<file path="src/rtl/uart_pkg.sv">
// Shared types and header framing for the UART word scheduler and its receive-side decoder.
package uart_pkg;

  typedef enum logic [1:0] {
    IDLE = 2'd0,
    HDR  = 2'd1,
    DATA = 2'd2,
    GAP  = 2'd3
  } state_e;

  localparam int unsigned BITS_PER_WORD_DEF = 8;
  localparam logic [3:0]  HDR_TAG_DEF       = 4'hA;

  // Header byte: tag in the upper nibble, source id in the lower nibble.
  function automatic logic [7:0] pack_hdr(input logic [3:0] tag, input logic [3:0] id);
    return {tag, id};
  endfunction

endpackage

</file>
<file path="src/rtl/rr_arbiter.sv">
// Combinational round-robin arbiter: first requester after last_grant wins, wrapping.
module rr_arbiter #(
  parameter int unsigned N = 4
) (
  input  logic [N-1:0]         req,
  input  logic [$clog2(N)-1:0] last_grant,
  input  logic                 enable,
  output logic [N-1:0]         gnt,
  output logic [$clog2(N)-1:0] gnt_id
);

  localparam int unsigned IW = $clog2(N);

  logic          w_found;
  logic [IW-1:0] w_k;

  always_comb begin
    gnt     = '0;
    gnt_id  = '0;
    w_found = 1'b0;
    w_k     = '0;
    for (int unsigned i = 1; i <= N; i++) begin
      w_k = IW'((32'(last_grant) + i) % N);
      if (enable && !w_found && req[w_k]) begin
        gnt[w_k] = 1'b1;
        gnt_id   = w_k;
        w_found  = 1'b1;
      end
    end
  end

endmodule

</file>
<file path="src/rtl/uart_tx_scheduler.sv">
// Shares one UART word serializer between N_SRC requesters: header word, payload words
// LSW first, then an idle gap before the next round-robin grant.
module uart_tx_scheduler
  import uart_pkg::*;
#(
  parameter int unsigned N_SRC         = 4,
  parameter int unsigned W_IN          = 16,
  parameter int unsigned BITS_PER_WORD = BITS_PER_WORD_DEF,
  parameter logic [3:0]  HDR_TAG       = HDR_TAG_DEF,
  parameter int unsigned GAP_CLOCKS    = 40
) (
  input  logic                         clk,
  input  logic                         rstn,
  input  logic [N_SRC-1:0]             s_valid,
  output logic [N_SRC-1:0]             s_ready,
  input  logic [N_SRC*W_IN-1:0]        s_data,
  output logic                         m_valid,
  input  logic                         m_ready,
  output logic [BITS_PER_WORD-1:0]     m_data,
  output logic                         m_last,
  output logic [$clog2(N_SRC)-1:0]     grant_id,
  output logic                         busy
);

  localparam int unsigned NUM_WORDS = W_IN / BITS_PER_WORD;
  localparam int unsigned IW        = $clog2(N_SRC);
  localparam int unsigned IDX_W     = (NUM_WORDS > 1) ? $clog2(NUM_WORDS) : 1;
  localparam int unsigned CW        = (GAP_CLOCKS > 0) ? $clog2(GAP_CLOCKS + 1) : 1;

  state_e            r_state;
  state_e            w_next;
  logic [W_IN-1:0]   r_buf;
  logic [IDX_W-1:0]  r_idx;
  logic [CW-1:0]     r_cnt;
  logic [IW-1:0]     r_last_grant;
  logic [IW-1:0]     r_grant_id;
  logic [N_SRC-1:0]  w_gnt;
  logic [IW-1:0]     w_gnt_id;
  logic              w_arb_en;
  logic              w_hs;
  logic              w_last_word;

  assign w_arb_en    = (r_state == IDLE);
  assign w_hs        = |w_gnt;
  assign w_last_word = (r_idx == IDX_W'(NUM_WORDS - 1));
  assign s_ready     = w_gnt;
  assign grant_id    = r_grant_id;

  rr_arbiter #(.N(N_SRC)) u_arb (
    .req        (s_valid),
    .last_grant (r_last_grant),
    .enable     (w_arb_en),
    .gnt        (w_gnt),
    .gnt_id     (w_gnt_id)
  );

  always_ff @(posedge clk or negedge rstn) begin
    if (!rstn) r_state <= IDLE;
    else       r_state <= w_next;
  end

  always_comb begin
    w_next = r_state;
    case (r_state)
      IDLE: if (w_hs) w_next = HDR;
      HDR:  if (m_ready) w_next = DATA;
      DATA: if (m_ready && w_last_word) w_next = (GAP_CLOCKS == 0) ? IDLE : GAP;
      GAP:  if (r_cnt <= CW'(1)) w_next = IDLE;
      default: w_next = IDLE;
    endcase
  end

  // Word outputs are pure decodes of registered state, so they hold under backpressure.
  always_comb begin
    m_valid = 1'b0;
    m_data  = '0;
    m_last  = 1'b0;
    busy    = (r_state != IDLE);
    case (r_state)
      HDR: begin
        m_valid = 1'b1;
        m_data  = BITS_PER_WORD'(pack_hdr(HDR_TAG, 4'(r_grant_id)));
      end
      DATA: begin
        m_valid = 1'b1;
        m_data  = BITS_PER_WORD'(r_buf >> (32'(r_idx) * BITS_PER_WORD));
        m_last  = w_last_word;
      end
      default: ;
    endcase
  end

  always_ff @(posedge clk or negedge rstn) begin
    if (!rstn) begin
      r_buf        <= '0;
      r_idx        <= '0;
      r_cnt        <= '0;
      r_last_grant <= IW'(N_SRC - 1);
      r_grant_id   <= '0;
    end else begin
      case (r_state)
        IDLE: if (w_hs) begin
          r_buf        <= W_IN'(s_data >> (32'(w_gnt_id) * W_IN));
          r_grant_id   <= w_gnt_id;
          r_last_grant <= w_gnt_id;
        end
        HDR: if (m_ready) r_idx <= '0;
        DATA: if (m_ready) begin
          if (w_last_word) begin
            r_idx <= '0;
            r_cnt <= CW'(GAP_CLOCKS);
          end else begin
            r_idx <= r_idx + IDX_W'(1);
          end
        end
        GAP: if (r_cnt != '0) r_cnt <= r_cnt - CW'(1);
        default: ;
      endcase
    end
  end

endmodule

</file>
<file path="config.mk">
export PLATFORM = sky130hd
export DESIGN_NAME = uart_tx_scheduler
export DESIGN_NICKNAME = d
export VERILOG_FILES = /design/src/rtl/uart_pkg.sv /design/src/rtl/rr_arbiter.sv /design/src/rtl/uart_tx_scheduler.sv
export SDC_FILE = /design/constraint.sdc
export NUM_CORES = 1
export LEC_CHECK = 0
export ABC_CLOCK_PERIOD_IN_PS = 4150
export CORE_AREA = 4 4 80 82
export CTS_CLUSTER_SIZE = 40
export DETAILED_ROUTE_END_ITERATION = 16
export DIE_AREA = 0 0 84 86
export PLACE_DENSITY = 0.85
export SLEW_MARGIN = 20
export SYNTH_ARGS = -nofsm -noshare
export SYNTH_HDL_FRONTEND = slang
export SYNTH_SLANG_ARGS = --single-unit
</file>
<file path="constraint.sdc">
create_clock -name clk -period 4.15 [get_ports clk]
set_input_delay 0.6225 -clock clk [delete_from_list [all_inputs] [get_ports clk]]
set_output_delay 0.6225 -clock clk [all_outputs]
set_load 0.02 [all_outputs]
</file>
* Yosys cells after proc, flatten, opt, wreduce, memory -nomap -nowiden
Cells that the tools add are included.
** Word-level totals
- Logic and storage cells :: 105
- Register bits :: 29
- Input bits :: 71
** Operators by class
- Equal/unequal tests :: 10
- Add/subtract/negate cells :: 6
- $lt $le $gt $ge :: 9
- Muxes and demuxes :: 43
- Shifts and indexed selects :: 2
- Reductions and logical operators :: 26
- Bitwise logic cells :: 3
** Operator list (count)
- 64-bit by 6-bit >> shifter with 16-bit output :: 1
- 6-bit two-way mux :: 3
- 1-bit two-way mux :: 16
- 2-bit two-way mux :: 8
- 4-bit two-way mux :: 4
- 8-bit one-hot mux with 2 select lines :: 1
- 16-bit by 4-bit >> shifter with 8-bit output :: 1
- 2-bit inequality test, second input constant :: 7
- 1-bit logical AND :: 12
- 2-bit by 3-bit < comparator with 1-bit output, second input constant :: 4
- 4-bit OR :: 3
- 6-bit one-hot mux with 2 select lines :: 1
- 1-bit binary-select mux with 2-bit select :: 4
- 1-bit demux with 2-bit select :: 4
- 2-bit by 1-bit greater-or-equal comparator with 1-bit output, second input constant :: 4
- 2-bit one-hot mux with 4 select lines :: 1
- 4-bit AND reduction :: 2
- 6-bit by 1-bit <= comparator with 1-bit output, second input constant :: 1
- 2-bit nonzero test :: 3
- 6-bit nonzero test :: 1
- 6-bit by 1-bit subtractor with 6-bit output, second input constant :: 1
- 2-bit by 1-bit adder with 2-bit output, second input constant :: 2
- 2-bit adder, second input constant :: 2
- 2-bit equality test, second input constant :: 2
- other kinds (9) :: 11

* Logic depth before layout (Yosys ltp)
- Depth in word-level cells :: 20
- Gate-level depth with buffers :: 12
- Gate-level depth less buffers :: 9

* Cells and area by module
A second synthesis with hierarchy kept.
** Second synthesis, totals
- Cell total of the unflattened synthesis :: 193
- Area, all modules :: 2339.7 um^2
** Modules (own cells, without submodules)
- uart_tx_scheduler :: times used 1, area an instance 1893.1 um^2, seq. area each 728.2 um^2, cells each 145
- rr_arbiter :: times used 1, area an instance 446.7 um^2, seq. area each 0.0 um^2, cells each 48

* Worst setup path after synthesis
Ideal clock, no wire load.
- Path kind :: register to register
- Start :: register r_last_grant[0]
- End :: register r_grant_id[0], in the netlist grant_id[0]
- Slack :: 0.716 ns
- Path buffers :: 2
- Arrival :: 3.309 ns
- Stages on the path, launching flop included :: 11
- Clock period less this slack :: 3.434 ns
- Setup time :: 0.125 ns
- Path through :: dfstp_2 buf_2 inv_1 ha_1 clkbuf_1 mux4_2 nand2_1 o21ai_1 a221o_1 nor4_4 mux2_2
** On the way
- Cells in the longest elaborated chain, start to end :: 19
** Ends and longest elaborated chain
- start: declaration :: line uart_tx_scheduler.sv:35 : logic [IW-1:0] r_last_grant;
- start signal: assignment :: line uart_tx_scheduler.sv:98 : r_last_grant <= IW'(N_SRC - 1);
- start signal: assignment :: line uart_tx_scheduler.sv:105 : r_last_grant <= w_gnt_id;
- parallel branches: the longest is 16 deep, another holds 2-bit by 3-bit < comparator with 1-bit output
- 4-bit two-way mux * :: line rr_arbiter.sv:24 : if (enable && !w_found && req[w_k]) begin
- named net s_ready[2] :: line uart_tx_scheduler.sv:15 : output logic [N_SRC-1:0] s_ready,
- 4-bit OR reduction * :: line uart_tx_scheduler.sv:44 : assign w_hs = |w_gnt;
- 2-bit AND reduction (no line) *
- end signal: assignment :: line uart_tx_scheduler.sv:104 : r_grant_id <= w_gnt_id;
- end: declaration :: line uart_tx_scheduler.sv:36 : logic [IW-1:0] r_grant_id;
Mark *: on every way through the listed nets, which the timed path passes. The select of a mux whose other input is x is not followed.
A chain may end at the register's enable or synchronous reset.

* Final worst setup path
- Start :: register r_last_grant[0]
- End :: output s_ready[0]
** On the way
- Cells in the longest elaborated chain, start to end :: 17
** Ends and longest elaborated chain (line)
- parallel branches: the longest is 16 deep, another holds 2-bit by 3-bit < comparator with 1-bit output
- 4-bit two-way mux * :: rr_arbiter.sv:24
- end: declaration :: uart_tx_scheduler.sv:15
Every way passes the cells marked *. The select of a mux whose other input is x is not followed.

==> metrics.json <==
{
  "ys_warn_count": 0,
  "tritoncts_num_sinks": 29,
  "rr_worst_depth": 9,
  "critPathRequiredTime_ns": 3.53,
  "number_of_inserted_filler_cells_in_the_final_layout": 524,
  "worst_r2r_endpoint": "grant_id[0]$_DFFE_PN0P_",
  "worst_clock_skew_ns": 0.00456,
  "cts.path.max_buffers": 2,
  "syn_area_per_cell_um2": 9.14,
  "maximum_number_of_pins_on_one_net_before_global_route_repair": 38,
  "gate_count_after_technology_mapping": 278,
  "detailroute.via_count": 2325,
  "detail_route.wirelength_um": 6300,
  "tritoncts_clock_tree": "built",
  "synth_top_area_frac": 0.266,
  "cts.reportedPaths.clkPinSlew_ns": 0.06,
  "detailedRoute.firstPassIterationCount": 4,
  "netlist_area_um2": 2540,
  "largest_fanout_on_the_critical_path": 18,
  "syn2layout_area_growth_pct": 38.9,
  "final_sum_of_negative_setup_slack_ns": 0,
  "tritoncts.num_buffers": 5,
  "clock_insertion_delay_worst_skew_ns": 0.28,
  "power.density_cell_area_nw_per_um2": 677,
  "total_of_max_cap_violations": 0,
  "post_dp_cell_area_um2": 3440,
  "worst-endpoint-arrival_ns": 3.31,
  "yosys.cell_types.count": 46,
  "placedCellCount": 424,
  "ios": 88,
  "detail_route.iter0.violations": 72,
  "cts.repair.resized": 0,
  "finalCriticalPeriod_ns": 3.93,
  "netlist.top_cell.by_area": "sky130_fd_sc_hd__dfrtp_1",
  "post_drt_wl_per_cell_um": 14.6,
  "worst_hold_path_type": "flop to flop",
  "grt-ovfl-total": 0,
  "final-instance-count-excl-fill": 432,
  "setup.reg_to_reg.worst_slack_ns": 0.57,
  "die-area_um2": 7220,
  "hold_depth": 2,
  "track_usage": 0.174,
  "fmax_mhz": 254,
  "synth_area_leaders": "sky130_fd_sc_hd__dfrtp_1 (27%), sky130_fd_sc_hd__mux2i_1 (15%), sky130_fd_sc_hd__mux2_2 (11%)",
  "grt_antenna_before_repair": 0,
  "synth_register_bits": 29,
  "antenna_cells": 0,
  "power.static_leakage_nw": 1.40,
  "cts-hold-fix-buffers": 0,
  "timing.critical_path.slowest_cell_delay_ns": 0.72,
  "status": "finished, final reports clean",
  "area.sequential_um2": 728,
  "timing.final.max_slew_violations": 0,
  "path_class": "flop to output pin",
  "fin_crit_sh": 0.947,
  "synth_seq_area_share": 0.287,
  "drc": 0,
  "synthArstFlopShare": 1.00,
  "cts-htree-levels": 2,
  "dominantRegCellSynth": "sky130_fd_sc_hd__dfrtp_1",
  "synth_edf_count": 0,
  "globalplace.congestion": 0.835,
  "initial_utilization": 0.442,
  "clk_root_buffer_cell": "sky130_fd_sc_hd__clkbuf_8",
  "crit_path_start_kind": "flop",
  "cts.repair_timing.setup_buffer_count": 0,
  "min_to": "r_buf[11]$_DFFE_PN0P_",
  "core-area_um2": 5750,
  "syn_nets": 363,
  "setup.worst_path.end_class": "output pin",
  "nNetsFinal": 441,
  "grt_pass1_wl_um": 10300,
  "multi_input_area_um2": 1700,
  "io_buffers": 87,
  "power.ir.vdd_worst_mv": 0.593,
  "post_route_cells_drive_above_1_share": 0.123,
  "setup_repair_after_global_routing_missed_its_margin": "no",
  "tightestPinTransition_ns": 0.875,
  "die-width_um": 84,
  "slowest_stage": "sky130_fd_sc_hd__dfstp_2",
  "floorplan.die.height_um": 86,
  "final_core_util": 0.615,
  "design_area_um2": 3530,
  "relSlewSlack": 0.416,
  "grt_pass1_vias": 2350,
  "setup_viol": 0,
  "hold_path.startpoint": "r_buf[11]$_DFFE_PN0P_",
  "cells_along_the_critical_path": "inv_1 -> ha_1 -> mux4_2 -> nand2_1 -> o21ai_0 -> a221o_1 -> clkdlybuf4s50_1",
  "drt.antenna.violating_nets": 0,
  "place.detailed.hpwl_um": 4950,
  "timing.final.hold_violations": 0,
  "worst_r2r_startpoint": "r_last_grant[0]$_DFFE_PN1P_",
  "floorplan.rows": 28,
  "viasPerCell": 5.38
}
how the worst max path moves through the flow:
stage,startpoint,end,slack (ns),cells after the start
after floorplan,r_last_grant[0]$_DFFE_PN1P_,grant_id[0]$_DFFE_PN0P_,0.72,10
after global placement,s_valid[3],s_ready[3],0.52,5
after detailed placement,s_valid[3],s_ready[0],0.43,5
after CTS,r_last_grant[0]$_DFFE_PN1P_,s_ready[0],0.23,7
after global routing,r_last_grant[0]$_DFFE_PN1P_,s_ready[0],0.04,7
final,r_last_grant[0]$_DFFE_PN1P_,s_ready[0],0.22,7
per-stage QoR:
step / power (mW) / worst slack [ns] / hold slack (ns)
finish: 2.39 / 0.219 / 0.487
global route: 2.59 / 0.0439 / 0.521
CTS: 2.41 / 0.225 / 0.490
detailed placement: 2.18 / 0.430 / 0.476
global placement: 2.12 / 0.523 / 0.464
floorplan: 1.74 / 0.716 / 0.327
cells in the final DEF, fill, tap and decap left out, types with 4 or more instances in the layout:
| cell | netlist | final |
|---|---|---|
| sky130_fd_sc_hd__nor4_1 | 4 | 4 |
| sky130_fd_sc_hd__mux2_2 | 24 | 24 |
| sky130_fd_sc_hd__inv_1 | 9 | 9 |
| sky130_fd_sc_hd__o21ai_1 | 17 | 17 |
| sky130_fd_sc_hd__o21ai_0 | 7 | 7 |
| sky130_fd_sc_hd__ha_1 | 14 | 14 |
| sky130_fd_sc_hd__mux2i_1 | 39 | 39 |
| sky130_fd_sc_hd__nand2_1 | 37 | 37 |
| sky130_fd_sc_hd__nor2_1 | 13 | 13 |
| sky130_fd_sc_hd__a21oi_1 | 8 | 8 |
| sky130_fd_sc_hd__clkbuf_8 | 0 | 5 |
| sky130_fd_sc_hd__clkdlybuf4s50_1 | 0 | 87 |
| sky130_fd_sc_hd__a221o_1 | 4 | 4 |
| sky130_fd_sc_hd__nor3_1 | 8 | 8 |
| sky130_fd_sc_hd__nor2b_1 | 9 | 9 |
| sky130_fd_sc_hd__dfrtp_1 | 27 | 27 |
per-layer routing:
layer	vias up	part of all wire	track usage
li1	1163	-	-
met5	-	0	0
met1	1076	0.42	0.201
met2	75	0.50	0.309
met4	0	0.016	0.0526
met3	11	0.066	0.0528
flip-flops by register name, summed over array words and instances, names as in the netlist:
| name | flops |
|---|---|
| r_buf | 16 |
| r_state | 2 |
| r_last_grant | 2 |
| grant_id | 2 |
| r_idx | 1 |
| r_cnt | 6 |
report_power, final:
group          total, mW  switching, mW  internal, mW  leakage (nW)
combinational       1.59          0.830         0.758          1.00
sequential         0.581          0.141         0.440         0.350
clock              0.223          0.108         0.115        0.0439
synth_stat cells (all sizes together), types with 2 or more instances:
master  instances
mux2i          39
xnor2           2
o21ai          24
a21oi           8
nand3           3
o32a            2
a221o           4
nor2b           9
clkbuf          9
a22oi           3
dfstp           2
dfrtp          27
mux4            2
nand2          37
nor4            5
inv             9
nor2           13
and2            3
nor3            8
mux2           26
ha             14
a221oi          2
buf            10
nor4b           2
worst max-delay path, delay by kind of cell (launching register included):
family / cells / cell delay (ns)
flip-flops: 1 / 0.72
buffers and inverters: 2 / 0.75
adder cells (fa/ha/maj): 1 / 0.50
multiplexers: 1 / 0.43
AND/OR/NAND/NOR: 1 / 0.10
AO/OA/AOI/OAI: 2 / 0.52
layout make-up:
cell class	instances	area share
multi-input combinational	221	0.480
inverter	9	0.00957
tap	75	0.0266
clock buffer	5	0.0195
timing repair buffer	90	0.253
sequential	29	0.206
clock inverter	3	0.00496
cell families (layout without fill, tap and decap cells):
| group | Yosys count | after routing | share of synthesized area |
|---|---|---|---|
| AND/OR/NAND/NOR | 85 | 85 | 0.164 |
| XOR/XNOR | 3 | 3 | 0.0103 |
| buffers and inverters | 28 | 107 | 0.0468 |
| AO/OA/AOI/OAI | 52 | 52 | 0.136 |
| adder cells (fa/ha/maj) | 14 | 14 | 0.0689 |
| flip-flops | 29 | 29 | 0.287 |
| multiplexers | 67 | 67 | 0.287 |
No activity file was read; power rests on OpenSTA's default activity.
